[src/rtl/lvds_pkg.sv]
// Shared types and constants for the LVDS frame scheduler: FSM states,
// payload length type and the default sync head.
package lvds_pkg;

  typedef enum logic [1:0] {
    ST_IDLE,
    ST_SYNC,
    ST_PAYLOAD,
    ST_GAP
  } lvds_state_e;

  typedef logic [15:0] lvds_len_t;

  localparam logic [31:0] LVDS_SYNC_WORD = 32'h1ACFFC1D;

  // Sync head goes out MSB byte first.
  function automatic logic [7:0] sync_byte(input logic [31:0] word, input logic [1:0] idx);
    logic [7:0] b;
    case (idx)
      2'd0:    b = word[31:24];
      2'd1:    b = word[23:16];
      2'd2:    b = word[15:8];
      default: b = word[7:0];
    endcase
    return b;
  endfunction

endpackage

[src/rtl/lvds_rr_arb2.sv]
// Two-way round-robin arbiter: combinational one-hot grant while enabled,
// priority flips to the other source whenever a grant is issued.
module lvds_rr_arb2 (
  input  logic       clk,
  input  logic       rst_n,
  input  logic [1:0] req,
  input  logic       enable,
  output logic [1:0] grant
);

  // prio_q = index of the source that wins a tie
  logic prio_q;

  always_comb begin
    grant = '0;
    if (enable) begin
      case (req)
        2'b01:   grant = 2'b01;
        2'b10:   grant = 2'b10;
        2'b11:   grant = prio_q ? 2'b10 : 2'b01;
        default: grant = '0;
      endcase
    end
  end

  always_ff @(posedge clk) begin
    if (!rst_n) begin
      prio_q <= 1'b0;
    end else if (grant[0]) begin
      prio_q <= 1'b1;
    end else if (grant[1]) begin
      prio_q <= 1'b0;
    end
  end

endmodule

[src/rtl/lvds_frame_scheduler.sv]
// Frame scheduler for an LVDS serializer: arbitrates two sources, emits
// sync head + payload per frame, then holds an idle gap before the next one.
module lvds_frame_scheduler
  import lvds_pkg::*;
#(
  parameter int unsigned GAP_CYCLES = 16,
  parameter logic [31:0] SYNC_WORD  = LVDS_SYNC_WORD
) (
  input  logic        sys_clk,
  input  logic        rst_n,
  input  logic        req0,
  input  logic        req1,
  input  logic [15:0] len0,
  input  logic [15:0] len1,
  output logic        grant0,
  output logic        grant1,
  input  logic [7:0]  src_data0,
  input  logic [7:0]  src_data1,
  input  logic        src_valid0,
  input  logic        src_valid1,
  output logic        src_ready0,
  output logic        src_ready1,
  output logic [7:0]  tx_data,
  output logic        tx_valid,
  input  logic        tx_ready,
  output logic        tx_gate,
  output logic        tx_sof,
  output logic        tx_eof,
  output logic        frame_done,
  output logic        frame_src,
  output logic        busy
);

  localparam lvds_len_t GAP_LAST = lvds_len_t'(GAP_CYCLES - 1);

  lvds_state_e state_q, state_d;
  lvds_len_t   len_q;
  lvds_len_t   cnt_q;
  lvds_len_t   len_last;
  logic [1:0]  sync_idx_q;
  logic        src_q;
  logic        done_q;
  logic        done_src_q;
  logic        arb_en;
  logic [1:0]  arb_grant;
  logic        last;
  logic        done_set;

  lvds_rr_arb2 u_arb (
    .clk    (sys_clk),
    .rst_n  (rst_n),
    .req    ({req1, req0}),
    .enable (arb_en),
    .grant  (arb_grant)
  );

  assign len_last   = len_q - 16'd1;
  assign grant0     = arb_grant[0];
  assign grant1     = arb_grant[1];
  assign frame_done = done_q;
  assign frame_src  = done_src_q;
  assign busy       = (state_q != ST_IDLE);

  always_comb begin
    state_d    = state_q;
    arb_en     = 1'b0;
    tx_valid   = 1'b0;
    tx_data    = '0;
    tx_gate    = 1'b0;
    tx_sof     = 1'b0;
    tx_eof     = 1'b0;
    src_ready0 = 1'b0;
    src_ready1 = 1'b0;
    last       = 1'b0;
    case (state_q)
      ST_IDLE: begin
        // Grant is gated by rst_n so every output reads 0 during reset.
        arb_en = rst_n;
        if (|arb_grant) state_d = ST_SYNC;
      end
      ST_SYNC: begin
        tx_valid = 1'b1;
        tx_gate  = 1'b1;
        tx_data  = sync_byte(SYNC_WORD, sync_idx_q);
        tx_sof   = (sync_idx_q == 2'd0);
        last     = (sync_idx_q == 2'd3) && (len_q == '0);
        tx_eof   = last;
        if (tx_ready && sync_idx_q == 2'd3) begin
          state_d = (len_q == '0) ? ST_GAP : ST_PAYLOAD;
        end
      end
      ST_PAYLOAD: begin
        tx_gate    = 1'b1;
        tx_valid   = src_q ? src_valid1 : src_valid0;
        tx_data    = src_q ? src_data1 : src_data0;
        src_ready0 = !src_q && tx_ready;
        src_ready1 = src_q && tx_ready;
        last       = (cnt_q == len_last);
        tx_eof     = last;
        if (tx_valid && tx_ready && last) state_d = ST_GAP;
      end
      ST_GAP: begin
        if (cnt_q == GAP_LAST) state_d = ST_IDLE;
      end
      default: state_d = ST_IDLE;
    endcase
  end

  assign done_set = tx_valid && tx_ready && last;

  always_ff @(posedge sys_clk) begin
    if (!rst_n) begin
      state_q    <= ST_IDLE;
      len_q      <= '0;
      cnt_q      <= '0;
      sync_idx_q <= '0;
      src_q      <= 1'b0;
      done_q     <= 1'b0;
      done_src_q <= 1'b0;
    end else begin
      state_q <= state_d;
      done_q  <= done_set;
      if (done_set) done_src_q <= src_q;
      case (state_q)
        ST_IDLE: begin
          if (|arb_grant) begin
            len_q      <= arb_grant[1] ? len1 : len0;
            src_q      <= arb_grant[1];
            sync_idx_q <= '0;
            cnt_q      <= '0;
          end
        end
        ST_SYNC: begin
          if (tx_ready) begin
            sync_idx_q <= sync_idx_q + 2'd1;
            cnt_q      <= '0;
          end
        end
        ST_PAYLOAD: begin
          // Counter is reused as the gap timer, so clear it on the final byte.
          if (tx_valid && tx_ready) cnt_q <= last ? '0 : cnt_q + 16'd1;
        end
        ST_GAP: begin
          cnt_q <= cnt_q + 16'd1;
        end
        default: cnt_q <= '0;
      endcase
    end
  end

endmodule

[config.mk]
export PLATFORM = sky130hd
export DESIGN_NAME = lvds_frame_scheduler
export DESIGN_NICKNAME = d
export VERILOG_FILES = /design/src/rtl/lvds_pkg.sv /design/src/rtl/lvds_rr_arb2.sv /design/src/rtl/lvds_frame_scheduler.sv
export SDC_FILE = /design/constraint.sdc
export NUM_CORES = 1
export LEC_CHECK = 0
export ABC_AREA = 1
export CORE_UTILIZATION = 45
export CTS_CLUSTER_DIAMETER = 120
export DETAILED_ROUTE_END_ITERATION = 12
export HOLD_SLACK_MARGIN = 0.12
export PLACE_DENSITY = 0.8
export SLEW_MARGIN = 10
export SYNTH_ARGS = -nofsm -noshare
export SYNTH_HDL_FRONTEND = slang
export SYNTH_SLANG_ARGS = --single-unit
[constraint.sdc]
create_clock -name sys_clk -period 2.14 [get_ports sys_clk]
set_input_delay 0.642 -clock sys_clk [delete_from_list [all_inputs] [get_ports sys_clk]]
set_output_delay 0.642 -clock sys_clk [all_outputs]
set_load 0.02 [all_outputs]
# --- Word-level counts from Yosys, hierarchy flattened ---
# Cells that the tools add are included.
op_classes:
  addsub: 3
  n_eq_ne: 17
  n_mux: 31
  n_reduce_logical: 21
ops:
  columns: ["cell", "count"]
  rows:
  - ["two-way mux 16 bit", 5]
  - ["case mux 16 bit (4 select lines)", 1]
  - ["case mux 8 bit (3 select lines)", 1]
  - ["adder 16 x 1 -> 16 bit (second input constant)", 1]
  - ["== test 16 bit", 1]
  - ["== test 16 x 4 -> 1 bit (second input constant)", 1]
  - ["zero test 16 bit", 1]
  - ["two-way mux 2 bit", 8]
  - ["case mux 8 bit (2 select lines)", 1]
  - ["subtractor 16 x 1 -> 16 bit (second input constant)", 1]
  - ["== test 2 bit (second input constant)", 6]
  - ["inequality test 2 bit (second input constant)", 6]
  - ["two-way mux 1 bit", 9]
  - ["logical AND 1 bit", 8]
  - ["two-way mux 8 bit", 1]
  - ["case mux 2 bit (4 select lines)", 1]
  - ["== test 2 x 1 -> 1 bit (second input constant)", 3]
  - ["case mux 2 bit (3 select lines)", 1]
  - ["AND reduction 3 bit", 2]
  - ["nonzero test 2 bit", 3]
  - ["zero test 2 bit", 2]
  - ["case mux 1 bit (2 select lines)", 2]
  - ["case mux 2 bit (2 select lines)", 1]
  - ["AND reduction 4 bit", 1]
  - ["4 further kinds", 5]
totals:
  regBits: 40
  in_bits: 55
  output_inout_bits: 19
  elab_cells: 80

# --- Logic depth before layout (Yosys ltp) ---
logic_depth:
  word_depth: 6
  ltp_mapped: 20
  mapped_depth_nobuf: 19

# --- Modules after synthesis ---
# From an unflattened synthesis, not the netlist that was laid out.
hier_totals:
  cells_unflattened: 519
  area_unflattened_um2: 3136.8
modules_own_cells:
  columns: ["mod", "instances", "cells_per_inst", "area_each_um2", "seq_area_each_um2"]
  rows:
  - ["lvds_frame_scheduler", 1, 507, 3066.7, 780.7]
  - ["lvds_rr_arb2", 1, 12, 70.1, 20.0]

# --- Least setup slack after synthesis ---
# Ideal clock, no wire load.
synth_timing:
  path_type: "flip-flop to output port"
  startpoint: "register len_q[0]"
  endpoint: "output tx_eof"
  arrival_time_ns: 1.622
  required_ns: 1.498
  setup_slack_ns: -0.124
  path_stages_with_launch: 14
  n_path_buf: 0
  path_cell_list: "dfxtp_1 > inv_1 > ha_1 > xor2_1 > nand2_1 > nor2_1 > nand2_1 > nor2_1 > nand2_1 > nor2_1 > nand3_1 > nand2_1 > nand2_1 > inv_1"
synth_via:
  elab_chain_len: 3
  elab_cells_between_ends: 5
  cone_classes: "add/sub (1); eq/ne (1); mux (1); reduce/logical (2)"
synth_lines:
  columns: ["item", "line_no", "source"]
  rows:
  - ["start, declared", "lvds_frame_scheduler.sv:37", "lvds_len_t len_q;"]
  - ["start signal, assigned", "lvds_frame_scheduler.sv:127", "len_q <= arb_grant[1] ? len1 : len0;"]
  - ["subtractor 16 x 1 -> 16 bit / zero test 16 bit (equally long branches)", "lvds_frame_scheduler.sv:57, lvds_frame_scheduler.sv:86", null]
  - ["== test 16 bit / logical AND 1 bit (equally long branches)", "lvds_frame_scheduler.sv:98, lvds_frame_scheduler.sv:86", null]
  - ["case mux 1 bit (2 select lines) (*)", "lvds_frame_scheduler.sv:75", "case (state_q)"]
  - ["end, declared", "lvds_frame_scheduler.sv:28", "output logic tx_eof,"]
# Every way passes the cells marked *; elsewhere a longest branch is shown, timed or not.

# --- Worst setup path after layout ---
layout_timing:
  startpoint: "register len_q[3]"
  endpoint: "output tx_eof"
# Same word-level chain as after synthesis.

==> impl_metrics.ini <==
[sta]
tightest_slew_ns = 0.594
period_share_pct = 130
holdWs_ns = 0.518
hold_viol = 0
rsz0062_at_grt = true
fin_crit_ns = 2.77
finalSetupTns_ns = -5.02
worst_slack_ns = -0.632
finalSetupViolCount = 29
timing.fmax_ghz = 0.361
skew_ns = 0.0118
relSlewSlack_pct = 60.0
drv_slew = 0

[clock_network]
cts-root-buf = clkbuf_8
hold_buffers = 0
cts_max_path_buffers = 2
clkTransAtPathRegs_ns = 0.09
worst_skew_pair.late_latency_ns = 0.30
cts_max_level = 2
tritoncts = yes
cts_inserted_buffers = 5
cts_sinks = 40

[synthesis]
yosysUniqueCellTypes = 30
ys_ff_latch = 40
yosysTopAreaCellShare_pct = 26.7
synthTopCellsByArea = dfxtp_1 (27%), nand2_1 (17%), inv_1 (10%)
synth_fp_nets = 563
yosysWarnings = 0
synthCells = 496
synth_area_per_cell_um2 = 6.05
seq_area_frac_synth_pct = 26.7
syn_area_um2 = 3000
synth_top_cell_by_area = dfxtp_1

[die]
start_util_pct = 47.0
die_h_um = 83.7
fp-row-count = 29
num_io_pins = 74
die_w_um = 83.7
die_area_um2 = 7000
core_area_um2 = 6390

[critical_path]
cp-startpoint = len_q[3]
crit_type = flip-flop to output pin
crit_required_ns = 1.50
r2r_setup_slack_ns = -0.22
crit_fanout = 7
cp-start-kind = flip-flop
crit_path_end_kind = output pin
arrival_ns = 2.13
r2r_start = len_q[3]
critPathCapture = tx_eof
r2r_end = cnt_q[2]
r2r_cells = 18

[power]
p_seq_share_pct = 21.0
leakage_uw = 0.00250
intPower_uw = 2700
sw_frac_of_total_pct = 46.2
max-vdd-ir-drop_mv = 0.759
power.total_uw = 5020
comb_power_share_pct = 66.6
p_sw_uw = 2320
clkPwrFrac_pct = 12.4
power_density_nw_per_um2 = 997

[placed_design]
finalWeightedCongestion = 0.885
dpl_worst_slack_ns = -0.764
dpl_cell_area_um2 = 4400
io_buffer_count = 73
hpwl_um = 7110

[detailed_routing]
routedWlPerCell_um = 15.5
drt_wl_total_um = 11400
dr.pass1.iters = 5
drc = 0
drt_iter0_markers = 256
vias = 3926
antenna_left = 0
vias_per_cell = 5.34

[final_layout]
final_common_cell = nand2_1
drive_gt1_share_pct = 30.7
nets = 724
layout_common_cells = nand2_1 (122), buf_4 (86), inv_1 (73), clkdlybuf4s50_1 (46), nand3_1 (45)
antennaDiodeCount = 0
design_area_um2 = 5030
fillers = 380
areaGrowthSynthToFinish_pct = 67.7

[global_route]
grt_pass1_vias = 3694
track_usage_pct = 28.1
grt_start_max_net_pins = 24
antenna_found_initial = 0
grt_pass1_wl_um = 16300
overflow = 0

[status]
violations = negative setup slack
outcome = complete, but fails checks

[job]
maxCapViolCount = 0

[min_path]
holdCritPathClass = flip-flop to flip-flop
[repair_timing]
item / in CTS / in global routing
gates resized for setup: 121 / 89
setup endpoints to repair: 46 / 51
setup buffers: 15 / 7
gates cloned: 1 / 1
pin swaps: 12 / 23
hold endpoints to repair: 0 / 0
[sequential cells by signal, summed over array words and instances (netlist names)]
name,flops
cnt_q,16
len_q,16
state_q,2
sync_idx_q,2
frame_done,1
frame_src,1
src_q,1
u_arb.prio_q,1
[worst min-delay path by stage]
stage,startpoint,end,cells after the start
after global routing,u_arb.prio_q,u_arb.prio_q,2
final,u_arb.prio_q,u_arb.prio_q,2
after floorplan,u_arb.prio_q,u_arb.prio_q,2
after detailed placement,u_arb.prio_q,u_arb.prio_q,2
after CTS,u_arb.prio_q,u_arb.prio_q,2
after global placement,u_arb.prio_q,u_arb.prio_q,2
[per-layer routing]
metal | vias to the layer above | wire length [µm] | GRT usage [%]
met4 | 0 | 512 | 10.2
met5 | - | 0 | 0
met1 | 1826 | 4490 | 33.5
li1 | 1887 | - | -
met2 | 160 | 5870 | 51.1
met3 | 53 | 524 | 3.96
[metrics by stage]
stage | cells | util [%]
6_report | 735 | 78.8
5_1_grt | 735 | 78.8
4_1_cts | 729 | 73.3
3_5_place_dp | 709 | 68.9
3_3_place_gp | 709 | 68.9
2_1_floorplan | 496 | -
[Yosys cell counts (all sizes together)]
master and number:
mux2i 1, buf 2, nand3 55, o21ai 24, a31oi 1, o211ai 16
nor4b 1, and2 1, xnor2 4, clkinv 1, nor4 4, nand4 4
nand2 142, ha 12, a21oi 10, nand3b 3, nor2 61, a211oi 1
nor3 3, inv 82, xor2 16, clkbuf 12, dfxtp 40
[critical path, cell delays in order, from the launching register on]
cell     delay, ns
dfxtp_1       0.37
nor2_1        0.20
nand2_1       0.15
nor2_4        0.21
nand2_1       0.07
nand2_1       0.06
nand2_1       0.06
nor2_1        0.10
nand2_1       0.07
nor2_2        0.14
nand3_2       0.10
nand2_2       0.08
nand2_2       0.06
inv_2         0.06
buf_6         0.11
[power by group through the flow]
stage | sequential, µW | combinational [µW] | clock [µW]
after floorplan | 1010 | 1540 | 0
after global placement | 1020 | 2540 | 0
after detailed placement | 1030 | 2640 | 0
after CTS | 1020 | 2850 | 630
after global routing | 1070 | 3600 | 654
final | 1050 | 3340 | 624
[cell families after synthesis]
| kind of cell | Yosys count | share of synthesized area (%) |
|---|---|---|
| xor+xnor | 20 | 5.84 |
| buf+inv | 97 | 12.6 |
| fa+ha+maj | 12 | 5.00 |
| simple gates | 274 | 39.3 |
| mux | 1 | 0.333 |
| flops | 40 | 26.7 |
| compound gates | 52 | 10.3 |
[final cells by class]
type / count / area (µm²) / share of cell area (%)
multi-input combinational: 360 / 2170 / 43.2
timing repair buffer: 167 / 1520 / 30.2
sequential: 40 / 810 / 16.1
inverter: 83 / 322 / 6.39
tap: 77 / 96.3 / 1.91
clock buffer: 5 / 68.8 / 1.37
clock inverter: 3 / 42.5 / 0.845
(Power assumes the default switching activity.)
